File: config.mk
export PLATFORM = sky130hd
export DESIGN_NAME = fetch_unit
export DESIGN_NICKNAME = d
export VERILOG_FILES = /design/src/rtl/fetch_unit.sv
export SDC_FILE = /design/constraint.sdc
export NUM_CORES = 1
export LEC_CHECK = 0
export CAP_MARGIN = 40
export CORE_ASPECT_RATIO = 0.7
export CORE_MARGIN = 3
export CORE_UTILIZATION = 50
export CTS_CLUSTER_DIAMETER = 200
export DETAILED_ROUTE_END_ITERATION = 10
export PLACE_DENSITY = 0.84
export RECOVER_POWER = 25
export SYNTH_ARGS = -nofsm -noshare
export SYNTH_HDL_FRONTEND = slang
export SYNTH_SLANG_ARGS = --single-unit
File: constraint.sdc
create_clock -name clk -period 3.66 [get_ports clk]
set_input_delay 0.732 -clock clk [delete_from_list [all_inputs] [get_ports clk]]
set_output_delay 0.732 -clock clk [all_outputs]
set_load 0.05 [all_outputs]
File: src/rtl/fetch_unit.sv
// Instruction fetch sequencer: fetches one word per instruction from a synchronous
// instruction memory, presents it to decode, and paces issue by decode's stall requests.
module fetch_unit #(
  parameter logic [31:0] RESET_PC = 32'h0,
  parameter int          IMEM_AW  = 15
) (
  input  logic               clk,
  input  logic               rstn,
  input  logic               start,
  input  logic               hold,
  input  logic [31:0]        npc,
  input  logic [4:0]         wait_time,
  input  logic               stop,
  output logic               imem_en,
  output logic [IMEM_AW-1:0] imem_addr,
  input  logic [31:0]        imem_data,
  output logic [31:0]        pc,
  output logic [31:0]        inst,
  output logic               valid,
  output logic               halted
);

  // state | meaning
  // IDLE  | out of reset, waiting for start
  // FETCH | memory read of the word at pc
  // ISSUE | instruction presented to decode (valid)
  // WAIT  | decode-requested stall, counter runs down to 1
  // HALT  | stop executed, waiting for start
  localparam logic [2:0] S_IDLE  = 3'd0;
  localparam logic [2:0] S_FETCH = 3'd1;
  localparam logic [2:0] S_ISSUE = 3'd2;
  localparam logic [2:0] S_WAIT  = 3'd3;
  localparam logic [2:0] S_HALT  = 3'd4;

  logic [2:0]  state;
  logic [31:0] pc_r;
  logic [31:0] inst_r;
  logic [31:0] pend_npc;
  logic [4:0]  cnt;
  logic        armed;
  logic        first_issue;

  always_ff @(posedge clk or negedge rstn) begin
    if (!rstn) begin
      state       <= S_IDLE;
      pc_r        <= 32'h0;
      inst_r      <= 32'h0;
      pend_npc    <= 32'h0;
      cnt         <= 5'd0;
      armed       <= 1'b0;
      first_issue <= 1'b0;
    end else begin
      // armed blocks a start sampled on the same edge that reset is released
      armed       <= 1'b1;
      first_issue <= (state == S_FETCH);
      if (first_issue) inst_r <= imem_data;
      case (state)
        S_IDLE, S_HALT: begin
          if (start && armed) begin
            pc_r  <= RESET_PC;
            state <= S_FETCH;
          end
        end
        S_FETCH: state <= S_ISSUE;
        S_ISSUE: begin
          if (!hold) begin
            if (stop) begin
              state <= S_HALT;
            end else if (wait_time == 5'd0) begin
              pc_r  <= npc;
              state <= S_FETCH;
            end else begin
              pend_npc <= npc;
              cnt      <= wait_time;
              state    <= S_WAIT;
            end
          end
        end
        S_WAIT: begin
          cnt <= cnt - 5'd1;
          if (cnt == 5'd1) begin
            pc_r  <= pend_npc;
            state <= S_FETCH;
          end
        end
        default: state <= S_IDLE;
      endcase
    end
  end

  // Read data only arrives during the first ISSUE cycle, so it is forwarded then and held after.
  assign inst      = first_issue ? imem_data : inst_r;
  assign pc        = pc_r;
  assign imem_addr = pc_r[IMEM_AW+1:2];
  assign imem_en   = (state == S_FETCH);
  assign valid     = (state == S_ISSUE);
  assign halted    = (state == S_HALT);

endmodule

==> results of run 1 <==
==> registers in the layout (all words and copies together), names as in the netlist <==
name / count
pend_npc: 32
first_issue: 1
state: 3
inst_r: 32
pc: 32
cnt: 5
armed: 1
==> per-layer routing <==
| layer | GRT usage (%) | routed length [um] | up-vias |
|---|---|---|---|
| li1 | - | - | 1523 |
| met3 | 7.00 | 779 | 13 |
| met4 | 5.37 | 123 | 0 |
| met2 | 32.2 | 5110 | 117 |
| met5 | 0 | 0 | - |
| met1 | 27.2 | 4950 | 1616 |
==> path summary, 6_finish.rpt <==
| kind | from | cells past startpoint | to |
|---|---|---|---|
| max in group asynchronous | rstn | 3 | pend_npc[16] |
| min reg2reg | pend_npc[7] | 1 | pend_npc[7] |
| min | pend_npc[7] | 1 | pend_npc[7] |
| max | state[0] | 4 | halted |
| min in group asynchronous | rstn | 1 | pc[4] |
| max reg2reg | state[0] | 5 | pend_npc[29] |
==> critical path: stages (launching register included) <==
cell and delay [ns]:
dfrtp_2 0.35, buf_4 0.56, nor2_1 0.13, and2_1 0.20, clkdlybuf4s50_1 0.70
==> cell type report <==
cell class,instances,area share [%]
timing repair buffer,163,24.1
tap,124,2.30
clock buffer,11,3.45
multi-input combinational,215,29.8
inverter,4,0.223
sequential,106,39.3
clock inverter,5,0.816
==> synthesized netlist by cell type, drive strengths merged (2+ instances only) <==
library cell and n:
ha 2, mux2i 32, dfrtp 106, inv 4
nand3 2, buf 28, nand2 2, a211oi 4
a21oi 7, clkbuf 8, o21ai 5, nor2 39
mux2 96, nand2b 3, nor3 5
==> metrics by stage <==
step | utilization, % | power, uW | hold slack (ns) | instances
after detailed placement | 69.6 | 6430 | 0.478 | 612
after global routing | 72.6 | 7690 | 0.516 | 628
after floorplan | - | 5240 | 0.436 | 361
final | 72.6 | 7330 | 0.492 | 628
after global placement | 69.3 | 6330 | 0.469 | 611
after CTS | 72.7 | 7390 | 0.365 | 628
==> logic make-up (layout without fill, tap and decap cells) <==
| logic type | count (synthesis) | count (layout) | share of synthesized area, % |
|---|---|---|---|
| other cells | 1 | 1 | 0.0765 |
| compound gates | 25 | 25 | 3.55 |
| simple gates | 59 | 59 | 5.95 |
| mux | 128 | 128 | 30.9 |
| buf+inv | 40 | 183 | 4.93 |
| fa+ha+maj | 2 | 2 | 0.510 |
| flops | 106 | 106 | 54.1 |
==> power by group through the flow <==
stage / registers (uW) / logic, uW / clock network (uW)
floorplan: 2420 / 2820 / 0
global placement: 2000 / 4330 / 0
detailed placement: 2030 / 4390 / 0
CTS: 2020 / 4410 / 968
global route: 2090 / 4580 / 1020
finish: 2020 / 4370 / 945
==> impl_metrics.toml, run 1 <==
[clock_tree]
post_cts_resized = 0
cts_tree = "yes"
cts_sinks = 106
post_cts_buffers = 0
cts_buffers = 9
hold_buffers = 0
clockBufferDepth = 2
path_clk_slew_ns = 0.07
htree_levels = 3
cts_root_buffer = "clkbuf_16"
clk_latency_ns = 0.35

[timing]
fin_skew_ns = 0.00698
min_period_ns = 3.04
fin_crit_sh_pct = 83.1
relSlewSlack_pct = -41.6
report.final.setup_viol = 0
tightest_slew_ns = 2.12
hold_viol = 0
tns_ns = 0
drv_slew = 39
fin_ws_ns = 0.619
fmax_ghz = 0.329
rsz0062_at_grt = "false"

[final_layout]
area_growth_pct = 37.6
drive_gt1_share_pct = 24.4
fillers = 640
regArea_sq_um = 2650
final_common_cell = "clkdlybuf4s50_1"
design_area_sq_um = 6750
mostFrequentLayoutCells = "clkdlybuf4s50_1 (154), dfrtp_1 (105), mux2_2 (65), nor2_1 (39), mux2i_1 (32)"
n_antenna_cell = 0
multiInputGateArea_sq_um = 2010
final_nets = 575

[worst_setup_path]
crit_type = "reg2out"
crit_path_max_fanout = 47
crit_required_ns = 2.93
r2r_setup_slack_ns = 1.08
end_kind = "output port"
cp.arrival_ns = 2.31
cp-start-kind = "flop"

[synth]
yosysTopAreaCellShare_pct = 54.1
synth_area_per_cell_sq_um = 13.6
syn-num-nets = 437
ys_top_cells_by_area = "dfrtp_1 (54%), mux2_2 (15%), mux2_4 (9.2%), mux2i_1 (6.5%), nor2_1 (3.0%)"
ys_ff_latch = 106
yosysSeqAreaShare_pct = 54.1
synth_area_sq_um = 4900
synth_cell_types = 40
synthesis.instances = 361
ys.warnings.count = 0
synth_ff_type = "dfrtp_1"
synth_edf_count = 0
async_reset_ff_share_pct = 100
synth_top_area_cell = "dfrtp_1"

[power]
leakage_uw = 0.00290
swShare_pct = 45.4
p_seq_share_pct = 27.5
powerDensity_nw_per_um2 = 1090
p_comb_share_pct = 59.6
power_switching_uw = 3330
p_int_uw = 4000
peakVddDrop_mv = 0.763
clockPowerShare_pct = 12.9

[route]
drtIter0Drc = 142
wl_per_cell_um = 17.5
wirelength_um = 11000
vias = 3269
dr.pass1.iters = 4
drc = 0
ant_nets = 0
vias_per_cell = 5.21

[placed_design]
gp_congestion = 0.813
placed_area_sq_um = 6460
place_ws_ns = 0.648
portBuffers = 155
dp_hpwl_um = 7780

[outcome]
status = "finished with violations"
violations = "max-capacitance violations, max-slew violations"

[floorplanning]
dieArea_sq_um = 11000
io_pins = 156
die_w_um = 124
dieHeight_um = 88.8
rows = 29
core_sq_um = 9290
initial_utilization_pct = 52.8

[global_routing]
grt_max_degree = 51
grt_pass1_vias = 3397
grt_first_pass_wirelength_um = 17600
grt_use_total_pct = 20.3
gr-total-overflow = 0
antenna_found_initial = 0

[run]
drv_cap = 1

[hold_path]
hold_class = "reg2reg"
(Power assumes the default switching activity.)
==> run 2, diff against run 1 <==
--- a/config.mk
+++ b/config.mk
@@ -8,10 +8,10 @@
 export CAP_MARGIN = 40
 export CORE_ASPECT_RATIO = 0.7
 export CORE_MARGIN = 3
-export CORE_UTILIZATION = 50
+export CORE_UTILIZATION = 42
 export CTS_CLUSTER_DIAMETER = 200
 export DETAILED_ROUTE_END_ITERATION = 10
-export PLACE_DENSITY = 0.84
+export PLACE_DENSITY = 0.76
 export RECOVER_POWER = 25
 export SYNTH_ARGS = -nofsm -noshare
 export SYNTH_HDL_FRONTEND = slang
==> constraint.sdc (replaced) <==
create_clock -name clk -period 2.6 [get_ports clk]
set_input_delay 0.52 -clock clk [delete_from_list [all_inputs] [get_ports clk]]
set_output_delay 0.52 -clock clk [all_outputs]
set_load 0.05 [all_outputs]
==> impl_metrics.toml, run 2 (synthesis gave the netlist of run 1 again) <==
[timing]
relSlewSlack_pct = 13.0
report.final.setup_viol = 0
min_period_ns = 2.19
fin_hold_ws_ns = 0.454
fin_skew_ns = 0.00620
tightest_slew_ns = 1.30
fmax_ghz = 0.456
hold_viol = 0
rsz0062_at_grt = "false"
drv_slew = 0
tns_ns = 0
fin_crit_sh_pct = 84.3

[final_layout]
mostFrequentLayoutCells = "clkdlybuf4s50_1 (119), dfrtp_1 (105), mux2_2 (65), nor2_1 (39), mux2i_1 (32)"
utilization_pct = 62.7
final_common_cell = "clkdlybuf4s50_1"
area_growth_pct = 43.3
n_antenna_cell = 0
fillers = 858
final_nets = 578
fin_cells = 659
multiInputGateArea_sq_um = 2010
regArea_sq_um = 2650
drive_gt1_share_pct = 32.0

[route]
drtIter0Drc = 75
drc = 0
dr.pass1.iters = 4
ant_nets = 0
wl_per_cell_um = 16.4
wirelength_um = 10800
vias = 3264
vias_per_cell = 4.95

[global_routing]
grt_max_degree = 55
grt_first_pass_wirelength_um = 17000
grt_pass1_vias = 3288
antenna_found_initial = 0
grt_use_total_pct = 16.7
gr-total-overflow = 0

[floorplanning]
core_sq_um = 11200
die_w_um = 135
dieArea_sq_um = 13000
dieHeight_um = 96.4
io_pins = 156
initial_utilization_pct = 43.7
rows = 32

[placed_design]
portBuffers = 155
dp_hpwl_um = 7970
gp_congestion = 0.790
placedCellCount = 644

[power]
leakage_uw = 0.00306
powerDensity_nw_per_um2 = 1560
peakVddDrop_mv = 0.781

[clock_tree]
cts_root_buffer = "clkbuf_16"
clk_latency_ns = 0.34
cts_tree = "yes"
cts_buffers = 9
htree_levels = 3
cts_sinks = 106
hold_buffers = 0
path_clk_slew_ns = 0.07
post_cts_buffers = 0
clockBufferDepth = 2
post_cts_resized = 0

[hold_path]
hold_class = "in2async"

[run]
drv_cap = 0

[worst_setup_path]
end_kind = "output port"
crit_path_max_fanout = 32
crit_required_ns = 2.08
cp-start-kind = "flop"
crit_type = "reg2out"
cp.arrival_ns = 1.67

[outcome]
status = "finished clean"
## run 2: final cells by class
type / instances / share of cell area (%)
multi-input combinational: 215 / 28.6
clock inverter: 6 / 0.605
timing repair buffer: 166 / 26.9
inverter: 4 / 0.214
tap: 153 / 2.72
sequential: 106 / 37.8
clock buffer: 9 / 3.21
## run 2: worst max-delay path: stages, from the launching register on
cell     delay, ns
dfrtp_1       0.34
buf_4         0.38
mux2_2        0.40
buf_4         0.19
## run 2: final timing paths
path / slack (ns) / cells after the start / from / to
setup / recovery: 0.41 / 3 / first_issue / inst[0]
hold / removal: 0.45 / 1 / rstn / pc[4]
setup reg to reg: 0.56 / 6 / state[2] / pc[1]
hold reg to reg: 0.50 / 1 / pend_npc[7] / pend_npc[7]
max in group asynchronous: 0.69 / 2 / rstn / pend_npc[20]
min in group clk: 0.50 / 1 / pend_npc[7] / pend_npc[7]
## run 2: layer usage
layer / up-vias / GRT usage [%] / part of all wire, %
li1: 1529 / - / -
met2: 108 / 26.2 / 45
met4: 0 / 4.36 / 1.4
met3: 13 / 4.61 / 6.1
met5: - / 0 / 0
met1: 1614 / 23.2 / 47
## run 2: stage by stage
step | setup slack, ns | total power, uW | instance area (sq um)
finish | 0.409 | 11000 | 7030
global route | 0.310 | 11500 | 7030
CTS | 0.366 | 11100 | 7040
detailed placement | 0.125 | 9800 | 6780
global placement | 0.145 | 9660 | 6780
floorplan | 0.0948 | 7380 | 4900
## run 2: where the power goes
group	internal (uW)	switching (uW)
Sequential	2420	456
Combinational	3040	3800
Clock	647	589
==> run 3, diff against run 2 <==
==> constraint.sdc (replaced) <==
create_clock -name clk -period 1.88 [get_ports clk]
set_input_delay 0.376 -clock clk [delete_from_list [all_inputs] [get_ports clk]]
set_output_delay 0.376 -clock clk [all_outputs]
set_load 0.05 [all_outputs]
==> impl_metrics.toml, run 3 (synthesis gave the netlist of run 1 again) <==
[floorplanning]
io_pins = 156
initial_utilization_pct = 43.7
core_sq_um = 11200
die_w_um = 135
rows = 32
dieArea_sq_um = 13000
dieHeight_um = 96.4

[clock_tree]
clockBufferDepth = 2
cts_buffers = 9
cts_root_buffer = "clkbuf_16"
path_clk_slew_ns = 0.07
clk_latency_ns = 0.34
cts_sinks = 106
cts_tree = "yes"
htree_levels = 3

[power]
leakage_uw = 0.00342
powerDensity_nw_per_um2 = 2200
peakVddDrop_mv = 1.03

[worst_setup_path]
cp-start-kind = "flop"
cp.arrival_ns = 2.12
critPathBufInv = 3
crit_family = "buffers and inverters"
crit_type = "reg2reg"
path_cells = "buf_6 -> and3b_2 -> a311oi_2 -> nor3_4 -> buf_12 -> clkbuf_16 -> mux2_4"
crit_required_ns = 2.10
slowest_delay_ns = 0.46
crit_path_max_fanout = 9
crit_slowest_cell = "dfrtp_2"
end_kind = "flop"

[route]
drc = 0
wirelength_um = 12000
vias = 3428
dr.pass1.iters = 4
wl_per_cell_um = 17.4
ant_nets = 0
vias_per_cell = 4.95
drtIter0Drc = 103

[run]
drv_cap = 0

[final_layout]
fillers = 819
drive_gt1_share_pct = 46.0
final_common_cell = "dfrtp_1"
mostFrequentLayoutCells = "dfrtp_1 (104), buf_4 (74), clkdlybuf4s50_1 (71), mux2_2 (63), buf_12 (39)"
final_nets = 610
multiInputGateArea_sq_um = 2060
area_growth_pct = 52.6
regArea_sq_um = 2660
n_antenna_cell = 0

[global_routing]
grt_use_total_pct = 17.6
grt_pass1_vias = 3455
grt_max_degree = 35
grt_first_pass_wirelength_um = 18000
antenna_found_initial = 0
gr-total-overflow = 0

[timing]
rsz0062_at_grt = "true"
relSlewSlack_pct = 43.8
min_period_ns = 1.90
hold_viol = 0
tightest_slew_ns = 0.843
fin_ws_ns = -0.0183
fmax_ghz = 0.527
drv_slew = 0
report.final.setup_viol = 9
fin_hold_ws_ns = 0.451
fin_skew_ns = 0.00512
fin_crit_sh_pct = 101

[hold_path]
hold_class = "in2async"

[placed_design]
place_ws_ns = -0.313
portBuffers = 155
dp_hpwl_um = 8570
gp_congestion = 0.834

[outcome]
status = "finished with violations"
violations = "negative setup slack"
-- run 3: changes by cell type in the layout (fill, tap and decap cells not counted), sizes merged --
cell / change
clkinv: -2
buf: +74
clkdlybuf4s50: -48
dlymetal6s2s: +1
bufinv: +2
dlygate4sd3: +1
clkinvlp: -1
clkbuf: +6
-- run 3: area by class of cell --
type	instances	share of cell area, %
Sequential cell	106	35.5
Timing Repair Buffer	198	30.0
Multi-Input combinational cell	215	27.5
Clock buffer	11	3.11
Tap cell	153	2.56
Clock inverter	5	1.14
Inverter	4	0.201
-- run 3: path summary, 6_finish.rpt --
path,to,from,cells past startpoint,slack [ns]
hold reg to reg,pend_npc[27],pend_npc[27],1,0.50
min in group clk,pend_npc[27],pend_npc[27],1,0.50
hold / removal,pend_npc[25],rstn,2,0.45
setup / recovery,pc[26],state[0],7,-0.02
setup reg to reg,pc[26],state[0],7,-0.02
max in group asynchronous,first_issue,rstn,3,0.29
-- run 3: per-layer routing --
metal	global-route usage (%)	up-vias	wire length, um
met3	4.97	13	817
met2	26.0	123	5310
met1	25.7	1689	5760
met5	0	-	0
met4	4.45	0	133
li1	-	1603	-
-- run 3: power breakdown --
group / switching, uW / internal [uW]
combinational: 5580 / 4880
clock: 824 / 1180
sequential: 626 / 3350
-- run 3: through the flow --
step / TNS, ns / total power, uW / utilization [%] / cells / area, sq um
4_1_cts: -0.156 / 16200 / 65.4 / 684 / 7340
6_report: -0.0657 / 16400 / 66.7 / 692 / 7480
5_1_grt: -1.58 / 17200 / 66.7 / 692 / 7480
2_1_floorplan: 0 / 10300 / - / 361 / 4940
3_5_place_dp: -18.34 / 14100 / 62.3 / 666 / 6990
3_3_place_gp: -16.52 / 13900 / 62.3 / 666 / 6990
-- run 3: what timing repair did --
item / CTS / global route
buffers inserted: 1 / 3
endpoints found under the hold margin: 18 / 0
gates resized for setup: 3 / 10
hold buffers: 1 / 0
pin swaps: 1 / 5
cloned: 0 / 5
endpoints found under the setup margin: 54 / 79
